**config.mk**
```make
export PLATFORM = sky130hd
export DESIGN_NAME = button_event_sequencer
export DESIGN_NICKNAME = d
export VERILOG_FILES = /design/src/rtl/btn_evt_pkg.sv /design/src/rtl/tick_prescaler.sv /design/src/rtl/button_event_sequencer.sv
export SDC_FILE = /design/constraint.sdc
export NUM_CORES = 1
export LEC_CHECK = 0
export BUFFER_PORTS_ARGS = -buffer_cell sky130_fd_sc_hd__buf_2
export CELL_PAD_IN_SITES_DETAIL_PLACEMENT = 1
export CELL_PAD_IN_SITES_GLOBAL_PLACEMENT = 2
export CORE_MARGIN = 1
export CORE_UTILIZATION = 41
export DETAILED_ROUTE_END_ITERATION = 16
export GPL_TIMING_DRIVEN = 0
export PLACE_DENSITY_LB_ADDON = 0.2
export SETUP_SLACK_MARGIN = 0.05
export SLEW_MARGIN = 10
export SYNTH_ARGS = -nofsm -noshare
export SYNTH_HDL_FRONTEND = slang
export SYNTH_SLANG_ARGS = --single-unit
```
**constraint.sdc**
```tcl
create_clock -name clk -period 4.8 [get_ports clk]
set_clock_uncertainty 0.1 [all_clocks]
set_input_delay 0.96 -clock clk [delete_from_list [all_inputs] [get_ports clk]]
set_output_delay 0.96 -clock clk [all_outputs]
set_load 0.005 [all_outputs]
```
**src/rtl/btn_evt_pkg.sv**
```systemverilog
// Shared types and constants for the button event sequencer.
//   btn_state_e : gesture classifier state encoding
//   EVT_*       : event codes presented on evt_code
//   evt_t       : internal emit request (valid + code)
package btn_evt_pkg;

  typedef enum logic [2:0] {
    IDLE      = 3'd0,
    PRESS1    = 3'd1,
    WAIT2     = 3'd2,
    PRESS2    = 3'd3,
    LONG_HELD = 3'd4
  } btn_state_e;

  localparam logic [1:0] EVT_SHORT  = 2'b01;
  localparam logic [1:0] EVT_LONG   = 2'b10;
  localparam logic [1:0] EVT_DOUBLE = 2'b11;

  typedef struct packed {
    logic       valid;
    logic [1:0] code;
  } evt_t;

endpackage

```
**src/rtl/tick_prescaler.sv**
```systemverilog
// Restartable prescaler: counts 0..TICK_DIV-1 and asserts tick while the
// count sits at TICK_DIV-1, i.e. one cycle per wrap.
//   clk   : system clock
//   reset : async active-low reset
//   clr   : restart the count at 0 (no tick on the following cycle)
//   tick  : one-cycle timing pulse
module tick_prescaler #(
  parameter int unsigned TICK_DIV = 100000
) (
  input  logic clk,
  input  logic reset,
  input  logic clr,
  output logic tick
);

  localparam int unsigned PW = (TICK_DIV > 1) ? $clog2(TICK_DIV) : 1;
  localparam logic [PW-1:0] LAST = PW'(TICK_DIV - 1);

  logic [PW-1:0] r_cnt;
  logic [PW-1:0] w_cnt_next;
  logic          r_tick;

  // Wrapping increment
  always_comb begin
    w_cnt_next = r_cnt + PW'(1);
    if (r_cnt == LAST) w_cnt_next = '0;
  end

  // tick is registered from the next count so it lines up with count == LAST
  always_ff @(posedge clk or negedge reset) begin
    if (!reset) begin
      r_cnt  <= '0;
      r_tick <= 1'b0;
    end else if (clr) begin
      r_cnt  <= '0;
      r_tick <= 1'b0;
    end else begin
      r_cnt  <= w_cnt_next;
      r_tick <= (w_cnt_next == LAST);
    end
  end

  assign tick = r_tick;

endmodule

```
**src/rtl/button_event_sequencer.sv**
```systemverilog
// Classifies debounced button presses into SHORT / LONG / DOUBLE events and
// presents them on a valid/ready port. Timing thresholds are in prescaler ticks.
//   clk, reset (async active-low)
//   debounced : button level, 1 = pressed
//   edge_trig : one-cycle pulse on the debounced rising edge
//   evt_valid/evt_code/evt_ready : event handshake (01 SHORT, 10 LONG, 11 DOUBLE)
//   evt_ovf   : sticky, an event was dropped while the output was occupied
//   busy      : classifier is mid-gesture
module button_event_sequencer
  import btn_evt_pkg::*;
#(
  parameter int unsigned TICK_DIV   = 100000,
  parameter int unsigned LONG_TICKS = 500,
  parameter int unsigned GAP_TICKS  = 250,
  parameter int unsigned CNT_W      = 10
) (
  input  logic       clk,
  input  logic       reset,
  input  logic       debounced,
  input  logic       edge_trig,
  output logic       evt_valid,
  output logic [1:0] evt_code,
  input  logic       evt_ready,
  output logic       evt_ovf,
  output logic       busy
);

  localparam logic [CNT_W-1:0] LONG_CNT = CNT_W'(LONG_TICKS);
  localparam logic [CNT_W-1:0] GAP_CNT  = CNT_W'(GAP_TICKS);
  localparam logic [CNT_W-1:0] CNT_MAX  = '1;

  btn_state_e       r_state;
  btn_state_e       w_state_next;
  logic             w_clr;
  logic             w_tick;
  logic [CNT_W-1:0] r_tick_cnt;
  logic [CNT_W-1:0] w_tick_cnt_inc;
  evt_t             w_emit;
  logic             r_evt_valid;
  logic [1:0]       r_evt_code;
  logic             r_evt_ovf;
  logic             r_busy;

  tick_prescaler #(
    .TICK_DIV (TICK_DIV)
  ) u_prescaler (
    .clk   (clk),
    .reset (reset),
    .clr   (w_clr),
    .tick  (w_tick)
  );

  // Tick count as it will be after this edge; thresholds compare against this
  // so an event fires on the edge where the count reaches its limit.
  always_comb begin
    w_tick_cnt_inc = r_tick_cnt;
    if (w_tick && (r_state == PRESS1 || r_state == WAIT2) && (r_tick_cnt != CNT_MAX)) begin
      w_tick_cnt_inc = r_tick_cnt + CNT_W'(1);
    end
  end

  // State register
  always_ff @(posedge clk or negedge reset) begin
    if (!reset) r_state <= IDLE;
    else        r_state <= w_state_next;
  end

  // Next state, timer restart and emit decisions
  always_comb begin
    w_state_next = r_state;
    w_clr        = 1'b0;
    w_emit       = '0;
    case (r_state)
      IDLE: begin
        if (edge_trig) begin
          w_state_next = PRESS1;
          w_clr        = 1'b1;
        end
      end
      PRESS1: begin
        // release takes priority over a coincident LONG threshold
        if (!debounced) begin
          w_state_next = WAIT2;
          w_clr        = 1'b1;
        end else if (w_tick_cnt_inc == LONG_CNT) begin
          w_state_next = LONG_HELD;
          w_emit       = '{valid: 1'b1, code: EVT_LONG};
        end
      end
      WAIT2: begin
        // second edge takes priority over a coincident gap timeout
        if (edge_trig) begin
          w_state_next = PRESS2;
          w_emit       = '{valid: 1'b1, code: EVT_DOUBLE};
        end else if (w_tick_cnt_inc == GAP_CNT) begin
          w_state_next = IDLE;
          w_emit       = '{valid: 1'b1, code: EVT_SHORT};
        end
      end
      PRESS2, LONG_HELD: begin
        if (!debounced) w_state_next = IDLE;
      end
      default: w_state_next = IDLE;
    endcase
  end

  // Tick counter, restarted on entry to a timed state
  always_ff @(posedge clk or negedge reset) begin
    if (!reset)     r_tick_cnt <= '0;
    else if (w_clr) r_tick_cnt <= '0;
    else            r_tick_cnt <= w_tick_cnt_inc;
  end

  // Output event register with drop-on-full overflow flag
  always_ff @(posedge clk or negedge reset) begin
    if (!reset) begin
      r_evt_valid <= 1'b0;
      r_evt_code  <= 2'b00;
      r_evt_ovf   <= 1'b0;
    end else if (w_emit.valid) begin
      if (!r_evt_valid || evt_ready) begin
        r_evt_valid <= 1'b1;
        r_evt_code  <= w_emit.code;
      end else begin
        r_evt_ovf <= 1'b1;
      end
    end else if (r_evt_valid && evt_ready) begin
      r_evt_valid <= 1'b0;
    end
  end

  // busy tracks the state register
  always_ff @(posedge clk or negedge reset) begin
    if (!reset) r_busy <= 1'b0;
    else        r_busy <= (w_state_next != IDLE);
  end

  assign evt_valid = r_evt_valid;
  assign evt_code  = r_evt_code;
  assign evt_ovf   = r_evt_ovf;
  assign busy      = r_busy;

endmodule

```
==> results of run 1 <==
[metrics by stage]
step                setup WS, ns  cells  hold WS, ns  instance area (um^2)  power (mW)
floorplan                  2.207    249       0.3556                  2197      0.5449
global placement           1.037    328       0.3909                  2330      0.6163
detailed placement         1.820    328       0.3909                  2336      0.6233
CTS                        1.887    336       0.4268                  2447      0.9033
global route               1.648    336       0.4536                  2447      0.9445
finish                     1.851    336       0.4131                  2447      0.8882
[cell families after synthesis]
family                   count (synthesis)
AND/OR/NAND/NOR                        116
AO/OA/AOI/OAI                           47
flip-flops                              36
buffers and inverters                   24
XOR/XNOR                                21
multiplexers                             3
adder cells (fa/ha/maj)                  2
[layout make-up]
class                           count  share of cell area [%]
Multi-Input combinational cell    189                   48.62
Clock buffer                        5                   2.812
Tap cell                           70                   3.579
Clock inverter                      3                   1.738
Timing Repair Buffer                9                   1.840
Inverter                           11                   1.687
Buffer                             13                   2.914
Sequential cell                    36                   36.81
[per-layer routing]
| metal | vias to the layer above | wire length [um] |
|---|---|---|
| met5 | - | 0 |
| met4 | 0 | 126 |
| met3 | 10 | 99 |
| met2 | 18 | 2523 |
| met1 | 953 | 2462 |
| li1 | 931 | - |
[power by group]
group	switching (mW)	total (mW)	leakage [nW]	internal [mW]
clock network	0.118	0.271	0.0541	0.154
logic	0.166	0.264	0.382	0.0985
registers	0.0201	0.353	0.480	0.333
total	0.303	0.888	0.917	0.585
[cells in the mapped netlist (2+ instances only)]
library cell,count
ha_1,2
buf_2,2
a41oi_1,2
a2111oi_0,2
dfrtp_1,36
o21ai_0,7
nor2_1,37
clkbuf_1,7
and3_1,2
nor4_2,2
nor4_1,5
a211oi_1,4
o31a_1,2
nand3b_1,2
nor3_1,6
o21ai_1,3
a31oi_1,4
nand2b_1,2
nand3_1,12
inv_1,11
or3_1,4
a21oi_1,8
nor2b_1,2
mux2i_1,2
xnor2_1,9
nand2_1,21
xor2_1,12
and2_1,3
buf_6,2
nand4_1,8
nor4b_1,2
o31ai_1,5
[registers in the layout (all words and copies together), names as in the netlist]
register,count
r_tick_cnt,10
r_state,3
evt_ovf,1
evt_code,2
u_prescaler.tick,1
busy,1
u_prescaler.r_cnt,17
evt_valid,1
[worst max-delay path by stage]
stage | from | to | slack (ns) | depth (start not counted)
global placement | edge_trig | u_prescaler.r_cnt[8] | 1.04 | 6
floorplan | edge_trig | u_prescaler.r_cnt[10] | 2.21 | 5
finish | r_tick_cnt[0] | busy | 1.85 | 8
global route | r_tick_cnt[0] | busy | 1.65 | 8
CTS | r_tick_cnt[0] | busy | 1.89 | 8
detailed placement | edge_trig | u_prescaler.r_cnt[12] | 1.82 | 6
==> qor.csv, run 1 <==
metric,value,unit
outcome,"finished, final reports clean",
Post-Route Setup TNS,0,ns
vias per cell,5.690,
core area,5140,um^2
post-DR wirelength/cell,15.51,um
WL final,5212,um
main combinational cell family by area after synthesis,simple AND/OR/NAND/NOR gates,
Max Slew Vio Count,0,
Crit path arrival time,3.03,ns
Mapped Nets,256,
Max-slew headroom,43.70,%
maximum vdd drop,149.5,uV
clock buffer depth,2,
Root Driver,clkbuf_8,
Simple-Gate Fraction of Synth Area,27.28,%
GPL Wtd Cong,0.7885,
most frequent cells in the layout,"37 x nor2_1, 36 x dfrtp_1, 21 x nand2_1",
Yosys reg bits,36,
pin count of the biggest net entering global routing,37,
critical path launch point type,register,
"top cells by area, synth","dfrtp_1 41%, nor2_1 6.3%, xor2_1 4.8%, nand2_1 3.6%, xnor2_1 3.6%",
slowest cell delay on critical path,0.52,ns
YS warnings,0,
setup violators final,0,
Adder-Cell Fraction of Synth Area,1.139,%
register area share after synthesis,41.00,%
Synth Area in XOR/XNOR,8.371,%
"Cell Chain, Critical Path","ha_1, nand2_1, nor3_1, o21ai_0, a222oi_1, and3_1, a221oi_2, a311o_1",
met2 Track Usage GR,35.04,%
Multi-input gate area,1190,um^2
"Primary FF master, synth",dfrtp_1,
post-synthesis mux area share,1.424,%
Slew @ Worst Pin,0.8445,ns
clock-pin slew on the worst setup and hold paths,0.08,ns
top cell type's share of synthesized area,41.00,%
worst skew pair latency,0.30,ns
hold_sp,u_prescaler.r_cnt[0],
hold buffers post-CTS,0,
pwr dens,362.9,nW/um^2
post_cts resized,0,
gr ovfl total,0,
Post-CTS Setup Bufs,0,
die height,75.21,um
"Core Util, Final",47.61,%
GRT Max-Usage Layer,met2,
Worst Path Buf+Inv,0,
total vias in the final route,1912,
n_diodes,0,
async set or reset register ratio after synthesis,100.0,%
kind of critical path,reg -> reg,
"Hold Violations, Final",0,
cells on worst reg2reg path,8,
TritonRoute pass-1 iters,4,
DR iter-0 viols,66,
Tcrit/Tclk final,61.44,%
share of cells above drive strength 1,12.78,%
Top delay family on crit path,simple AND/OR/NAND/NOR gates,
Synth Area in Compound Gates,15.66,%
CTS Buf Count,5,
Fillers,663,
post-route ant nets,0,
first-pass GRT wire length,8942,um
Register Area,900.9,um^2
"Slowest-stage cell, CP",nor3_1,
Yosys cell types,53,
unrepaired setup endpoints after global routing,no,
met1 GRT Util,27.34,%
Tightest Hold Check Type,reg -> reg,
clk sinks,36,
Initial Util,42.75,%
Period minus WS final,2.949,ns
DRC,0,
Top Ports,10,
leading area contributor after synthesis,dfrtp_1,
Hold EP,u_prescaler.r_cnt[0],
crit-path max FO,7,
post-synthesis cell count,249,
Total GRT Usage,21.27,%
Die Span X,75.21,um
GR Util met3,3.882,%
initial antenna violation count,0,
worst reg2reg path startpoint,r_tick_cnt[0],
vias in the first global route,1861,
Final #Nets,272,
WP data required,4.88,ns
max cap viols,0,
"EDFF count, synth",0,
fmax,0.3391,GHz
CTS tree,yes,
"most common cell after layout, fill and taps aside",nor2_1,
final HPWL from detailed placement,3848,um
hold depth,1,
reg2reg setup slack,1.85,ns
Leakage,0.9169,nW
Synth Cell Area,2197,um^2
Syn Area/Cell,8.824,um^2
H-tree depth,2,
Rows,26,
port buffer count,9,
synth-to-layout area growth,11.39,%
CP Capture Type,register,
die area,5656,um^2
Worst R2R End,busy,
Note: power is estimated with default switching activity, not from simulation.
==> run 2: changes to the inputs <==
--- a/config.mk
+++ b/config.mk
@@ -9,7 +9,7 @@
 export CELL_PAD_IN_SITES_DETAIL_PLACEMENT = 1
 export CELL_PAD_IN_SITES_GLOBAL_PLACEMENT = 2
 export CORE_MARGIN = 1
-export CORE_UTILIZATION = 41
+export CORE_UTILIZATION = 34
 export DETAILED_ROUTE_END_ITERATION = 16
 export GPL_TIMING_DRIVEN = 0
 export PLACE_DENSITY_LB_ADDON = 0.2
==> constraint.sdc (replaced) <==
create_clock -name clk -period 2.4 [get_ports clk]
set_clock_uncertainty 0.1 [all_clocks]
set_input_delay 0.48 -clock clk [delete_from_list [all_inputs] [get_ports clk]]
set_output_delay 0.48 -clock clk [all_outputs]
set_load 0.005 [all_outputs]
==> qor.csv, run 2 (synthesis results as in run 1) <==
metric,value,unit
Post-Route Setup TNS,-0.9954,ns
CTS tree,yes,
WL final,6253,um
clk sinks,36,
post-DR wirelength/cell,17.47,um
first-pass GRT wire length,10250,um
Initial Util,36.25,%
fmax,0.3735,GHz
Pwr Total,1.927,mW
Post-Place Worst Slack,-0.5729,ns
Final #Nets,289,
unrepaired setup endpoints after global routing,yes,
die height,82.39,um
gr ovfl total,0,
core area,6061,um^2
Max Slew Vio Count,0,
H-tree depth,2,
outcome,"finished, violations left",
Top Registers,"u_prescaler.r_cnt (17), r_tick_cnt (10), r_state (3)",
CTS Buf Count,5,
maximum vdd drop,539.6,uV
DR iter-0 viols,52,
clock-pin slew on the worst setup and hold paths,0.09,ns
n_diodes,0,
Slew @ Worst Pin,0.8571,ns
Fillers,725,
initial antenna violation count,0,
synth-to-layout area growth,27.79,%
Total GRT Usage,20.35,%
pin count of the biggest net entering global routing,37,
vias per cell,5.503,
max reg flops,17,
die area,6787,um^2
Root Driver,clkbuf_8,
post-route ant nets,0,
most frequent cells in the layout,"35 x nor2_1, 30 x dfrtp_1, 20 x nand2_1",
port buffer count,9,
Rows,28,
crit-path max FO,3,
"most common cell after layout, fill and taps aside",nor2_1,
"Hold Violations, Final",0,
failing checks,negative setup slack,
TritonRoute pass-1 iters,4,
Multi-input gate area,1374,um^2
WP data required,2.48,ns
max cap viols,0,
Tightest Hold Check Type,in -> async,
share of cells above drive strength 1,30.39,%
CP Capture Type,register,
GPL Wtd Cong,0.7661,
cell total after placement,334,
Register Area,908.4,um^2
total vias in the final route,1970,
Top Ports,10,
vias in the first global route,2081,
Crit path arrival time,2.76,ns
final cell count without fillers,358,
DRC,0,
clock buffer depth,2,
Max-slew headroom,42.86,%
Tcrit/Tclk final,111.6,%
setup violators final,6,
Post-DP Area,2347,um^2
Period minus WS final,2.677,ns
pwr dens,686.3,nW/um^2
"Design Area, Final",2808,um^2
Die Span X,82.39,um
critical path launch point type,register,
worst setup margin,-0.2774,ns
Leakage,1.098,nW
final HPWL from detailed placement,4100,um
"Most flops, register",u_prescaler.r_cnt,
worst skew pair latency,0.30,ns
kind of critical path,reg -> reg,
run 2: cell types whose count changed in the layout (fill, tap and decap cells not counted), moves of 3 or more:
cell	previous run	this run
buf_4	1	18
dfrtp_2	0	6
dfrtp_1	36	30
nor4_4	0	3
clkbuf_1	7	1
buf_6	2	6
run 2: layer usage:
metal | GRT usage, % | wire [um]
met1 | 24.90 | 2888
met2 | 35.87 | 3174
met3 | 3.956 | 103
met4 | 6.140 | 86
met5 | 0 | 0
run 2: repair_timing:
| item | in CTS | in global routing |
|---|---|---|
| setup endpoints to repair | 9 | 18 |
| pin swaps | 15 | 13 |
| buffers inserted | 17 | 3 |
| hold buffers | 0 | 0 |
| hold endpoints to repair | 0 | 0 |
| resized for setup | 35 | 12 |
| cloned | 1 | 0 |
run 2: layout make-up:
cell class              count  share of cell area [%]
clock buffers               5                   2.451
repair buffers             31                   7.576
plain buffers               8                   2.362
inverters                  11                   1.471
flip-flops and latches     36                   32.35
clock inverters             3                   1.515
well taps                  75                   3.342
multi-input cells         189                   48.93
run 2: worst max-delay path, cell delays in order, from the launching register on:
cell      delay, ns
dfrtp_1        0.38
buf_6          0.13
xnor2_4        0.14
or3_4          0.40
or3_4          0.34
a222oi_1       0.43
and3_1         0.29
a221oi_2       0.09
a311o_1        0.27
run 2: worst paths after layout:
| path | slack, ns | depth (start not counted) | endpoint | start |
|---|---|---|---|---|
| worst max-delay path | -0.28 | 8 | busy | r_state[0] |
| worst min-delay path | 0.19 | 1 | r_tick_cnt[8] | reset |
| worst max register to register | -0.28 | 8 | busy | r_state[0] |
| worst min register to register | 0.40 | 1 | u_prescaler.r_cnt[0] | u_prescaler.r_cnt[0] |
| max in group asynchronous | 1.42 | 1 | u_prescaler.r_cnt[7] | reset |
| min in group clk | 0.38 | 3 | evt_code[0] | evt_ready |
run 2: metrics by stage:
| stage | utilization, % | hold WS [ns] |
|---|---|---|
| detailed placement | 38.73 | 0.3915 |
| floorplan | - | 0.08441 |
| CTS | 45.52 | 0.2245 |
| finish | 46.33 | 0.1924 |
| global route | 46.33 | 0.2719 |
| global placement | 38.54 | 0.3866 |
run 2: where the power goes:
part / switching [mW] / internal [mW] / total (mW)
combinational: 0.402 / 0.264 / 0.666
clock: 0.247 / 0.308 / 0.555
sequential: 0.0411 / 0.665 / 0.707
total: 0.690 / 1.24 / 1.93
